`src/rtl/divide_seq.sv`:
```
// Sequential restoring divider: signed/unsigned, one quotient bit per cycle.
// Divide-by-zero shortcuts straight to FIX and returns all-ones / raw dividend.
module divide_seq #(
   parameter int WIDTH = 32
) (
   input  logic             clk,
   input  logic             rst,
   input  logic             start,
   input  logic             flush,
   input  logic             is_signed,
   input  logic [WIDTH-1:0] dividend,
   input  logic [WIDTH-1:0] divisor,
   output logic             busy,
   output logic             done,
   output logic [WIDTH-1:0] quotient,
   output logic [WIDTH-1:0] remainder,
   output logic             div_by_zero
);

   localparam int CW = $clog2(WIDTH) + 1;
   localparam logic [CW-1:0] LAST = CW'(WIDTH - 1);

   localparam logic [1:0] IDLE = 2'd0;
   localparam logic [1:0] RUN  = 2'd1;
   localparam logic [1:0] FIX  = 2'd2;

   logic [1:0]         state;
   logic [CW-1:0]      iter;
   logic [2*WIDTH-1:0] acc;
   logic [WIDTH-1:0]   dvsr;
   logic               q_neg;
   logic               r_neg;
   logic               zero_div;

   logic               a_neg;
   logic               b_neg;
   logic [WIDTH-1:0]   a_mag;
   logic [WIDTH-1:0]   b_mag;
   logic               b_zero;
   logic [2*WIDTH-1:0] shifted;
   logic [2*WIDTH-1:0] step;
   logic [WIDTH-1:0]   q_mag;
   logic [WIDTH-1:0]   r_mag;

   always_comb begin
      a_neg  = is_signed & dividend[WIDTH-1];
      b_neg  = is_signed & divisor[WIDTH-1];
      a_mag  = a_neg ? -dividend : dividend;
      b_mag  = b_neg ? -divisor : divisor;
      b_zero = (divisor == '0);
   end

   // The bit shifted out of the top acts as a carry: the partial remainder
   // can exceed WIDTH bits for one step when the divisor is large.
   always_comb begin
      shifted = {acc[2*WIDTH-2:0], 1'b0};
      step    = shifted;
      if (acc[2*WIDTH-1] || (shifted[2*WIDTH-1:WIDTH] >= dvsr)) begin
         step[2*WIDTH-1:WIDTH] = shifted[2*WIDTH-1:WIDTH] - dvsr;
         step[0]               = 1'b1;
      end
   end

   assign q_mag = acc[WIDTH-1:0];
   assign r_mag = acc[2*WIDTH-1:WIDTH];
   assign busy  = (state == RUN) || (state == FIX);

   always_ff @(posedge clk or posedge rst) begin
      if (rst) begin
         state       <= IDLE;
         iter        <= '0;
         acc         <= '0;
         dvsr        <= '0;
         q_neg       <= 1'b0;
         r_neg       <= 1'b0;
         zero_div    <= 1'b0;
         done        <= 1'b0;
         quotient    <= '0;
         remainder   <= '0;
         div_by_zero <= 1'b0;
      end else begin
         done <= 1'b0;
         if (flush) begin
            state <= IDLE;
            iter  <= '0;
         end else begin
            case (state)
               IDLE: begin
                  if (start) begin
                     q_neg    <= a_neg ^ b_neg;
                     r_neg    <= a_neg;
                     zero_div <= b_zero;
                     dvsr     <= b_mag;
                     // Zero divisor keeps the raw dividend for the remainder.
                     acc      <= {{WIDTH{1'b0}}, (b_zero ? dividend : a_mag)};
                     iter     <= '0;
                     state    <= b_zero ? FIX : RUN;
                  end
               end
               RUN: begin
                  acc <= step;
                  if (iter == LAST) begin
                     iter  <= '0;
                     state <= FIX;
                  end else begin
                     iter <= iter + CW'(1);
                  end
               end
               FIX: begin
                  state       <= IDLE;
                  done        <= 1'b1;
                  div_by_zero <= zero_div;
                  if (zero_div) begin
                     quotient  <= '1;
                     remainder <= q_mag;
                  end else begin
                     quotient  <= q_neg ? -q_mag : q_mag;
                     remainder <= r_neg ? -r_mag : r_mag;
                  end
               end
               default: state <= IDLE;
            endcase
         end
      end
   end

endmodule

```
`config.mk`:
```
export PLATFORM = sky130hd
export DESIGN_NAME = divide_seq
export DESIGN_NICKNAME = d
export VERILOG_FILES = /design/src/rtl/divide_seq.sv
export SDC_FILE = /design/constraint.sdc
export NUM_CORES = 1
export LEC_CHECK = 0
export ABC_AREA = 1
export ABC_CLOCK_PERIOD_IN_PS = 6250
export CAP_MARGIN = 20
export CORE_MARGIN = 4
export CORE_UTILIZATION = 50
export CTS_BUF_LIST = sky130_fd_sc_hd__clkbuf_4 sky130_fd_sc_hd__clkbuf_8
export DETAILED_ROUTE_END_ITERATION = 8
export GPL_TIMING_DRIVEN = 0
export PLACE_DENSITY_LB_ADDON = 0.25
export SYNTH_ARGS = -nofsm -noshare
export SYNTH_HDL_FRONTEND = slang
export SYNTH_SLANG_ARGS = --single-unit
```
`constraint.sdc`:
```
create_clock -name clk -period 6.25 [get_ports clk]
set_input_delay 1.25 -clock clk [delete_from_list [all_inputs] [get_ports clk]]
set_output_delay 1.25 -clock clk [all_outputs]
set_load 0.02 [all_outputs]
```
==> results.toml <==
[sta]
maxSlewViolCount = 0
rsz0062_at_grt = "false"
fin_ws_ns = 3.13
final.period_utilization_pct = 50.0
hold_violations = 0
max_slew_margin_pct = 46.0
fin_setup_tns_ns = 0
worstMarginPinSlew_ns = 0.807
fin_skew_ns = 0.0342
setup_viol = 0
fin_crit_ns = 3.12
fmax_mhz = 320
hold_slack_ns = 0.488

[die]
initial_core_util_pct = 50.9
num_rows = 60
die_x_um = 174
fp.coreArea_sq_mm = 0.0270
die_y_um = 174
die-area_sq_mm = 0.0302
ios = 136

[synthesis]
synth.area.top_cells = "dfrtp_1 (31%), nand2_1 (19%), inv_1 (9.1%), nand3_1 (8.6%), nor2_1 (5.7%)"
ys_ff_latch = 173
synth_nets = 2331
yosysSeqAreaShare_pct = 31.5
synth.area.mux_share_pct = 0
yosys.area_share.simple_pct = 38.9
synth_compound_area_share_pct = 11.2
yosysWarnings = 0
synth_area_per_cell_sq_um = 6.19
synth.top_cell.area_share_pct = 31.5
synth_cell_types = 46
synth_top_family_by_area = "simple AND/OR/NAND/NOR gates"
syn_inst = 2221
yosys.area_share.xor_xnor_pct = 2.80
synth_fa_ha_area_share_pct = 3.79
yosys.area.top_type = "dfrtp_1"
syn_area_sq_mm = 0.0137

[power]
power_leakage_nw = 8.53
p_per_area_mw_per_mm2 = 303
ir_drop_uv = 114

[route]
drtIter0Drc = 1838
routedWlPerCell_um = 17.7
drc_errors = 0
antenna_left = 0
routed_via_density = 5.53
first_pass_iters = 6
wl_mm = 48.3
vias = 15084

[cells_and_area]
layout_commonest_cell = "nand2_1"
fill_cells = 2670
fin_nets = 2486
mostFrequentLayoutCells = "nand2_1 (710), inv_1 (333), nand3_1 (237)"
fin_cells = 2730
n_antenna_cell = 0
drive_gt1_share_pct = 4.52
area_growth_pct = 16.1
final_area_sq_mm = 0.0160

[worst_setup_path]
cp-start-kind = "primary input"
reg2reg_slack_ns = 3.52
crit_required_ns = 6.62
worstSetupPathType = "primary input to flop"
arrival_ns = 3.49
cp-end-kind = "flop"
crit_path_max_fanout = 7

[cts]
cts.sinks = 173
cts_resized = 0
path_clk_slew_ns = 0.11
ctsHoldBuffers = 0
clk-insertion-delay-late_ns = 0.51
post_cts_buffers = 0
cts_root_buf = "clkbuf_8"
clk_path_buf_depth = 2
htreeDepth = 4
cts_tree = "built"
cts_made_buffers = 17

[global_routing]
gr-total-overflow = 0
antenna_found_initial = 0
grt_max_degree = 107
gr-usage-all-layers_pct = 31.2
grt_first_pass_wirelength_mm = 75.5
grt_pass1_vias = 13789

[place]
gp_congestion = 1.03
placed_area_sq_mm = 0.0156
dpl_worst_slack_ns = 2.69
dp_hpwl_mm = 39.2
port_buffers = 135
dp.cells = 2698

[run]
drv_cap = 0

[run_status]
outcome = "finished, final reports clean"

[worst_hold_path]
hold_class = "flop to flop"
layer usage:
layer / global-route usage, % / vias to the layer above / share of wire [%] / routed length (um)
met5: 0 / - / 0 / 0
met4: 12.6 / 0 / 4.2 / 2040
met3: 4.71 / 105 / 8.5 / 4110
li1: - / 7352 / - / -
met2: 48.9 / 757 / 44 / 21100
met1: 43.6 / 6870 / 44 / 21000
kinds of logic (layout without fill, tap and decap cells):
kind of cell	Yosys count	count (layout)
AOI/OAI and AO/OA	288	288
xor gates and xnor gates	44	44
and+or+nand+nor	1261	1261
buffers and inverters	414	582
DFF	173	173
adders and majority gates	41	41
synth_stat cells (all sizes together):
library cell	n
a21oi	105
a22o	1
a22oi	1
a31oi	14
a32o	1
and2	6
and3	1
buf	32
clkbuf	39
clkinv	2
dfrtp	173
fa	1
ha	40
inv	341
nand2	727
nand3	243
nand3b	5
nand4	26
nor2	224
nor3	17
nor3b	1
nor4	6
o211ai	8
o21a	1
o21ai	140
o21bai	2
o221ai	2
o22ai	9
o31ai	1
o32ai	3
or2	5
xnor2	14
xor2	30
sequential cells by signal, summed over array words and instances, names as in the netlist:
register and cells:
remainder 32, state 2, dvsr 32, iter 6, acc 64, div_by_zero 1, r_neg 1, zero_div 1
quotient 32, done 1, q_neg 1
where the power goes:
group / internal (mW) / leakage [nW] / switching [mW] / total (mW)
sequential: 1.43 / 2.22 / 0.276 / 1.71
clock: 0.336 / 0.186 / 0.501 / 0.837
combinational: 0.839 / 6.12 / 1.45 / 2.29
total: 2.61 / 8.53 / 2.23 / 4.84
cell type report:
class	count	area [sq um]	share of cell area, %
Tap cell	341	427	2.67
Clock inverter	14	155	0.972
Clock buffer	18	241	1.51
Buffer	71	338	2.12
Timing Repair Buffer	136	1380	8.64
Multi-Input combinational cell	1634	7790	48.8
Sequential cell	173	4330	27.1
Inverter	343	1290	8.12
critical path, stage by stage:
cell and delay [ns]:
clkdlybuf4s50_1 0.40, inv_1 0.16, ha_1 0.20, nand2_1 0.10, nor2_2 0.22, nand3_1 0.19
nor2_2 0.31, nand3_1 0.15, nand3_1 0.12, nand3_1 0.18, nand2_1 0.13, o21ai_1 0.08
final timing paths:
kind,endpoint,start,cells past startpoint
worst max-delay path,acc[24],dividend[0],12
worst min-delay path,remainder[11],remainder[11],2
worst max register to register,acc[55],acc[31],16
worst min register to register,remainder[11],remainder[11],2
max in group asynchronous,dvsr[16],rst,3
min in group asynchronous,remainder[5],rst,2
stage by stage:
step | util (%) | power, mW
2_1_floorplan | - | 3.04
3_3_place_gp | 57.4 | 3.94
3_5_place_dp | 57.6 | 3.98
4_1_cts | 59.0 | 4.80
5_1_grt | 59.0 | 5.13
6_report | 59.0 | 4.84
No activity file was read; power rests on OpenSTA's default activity.
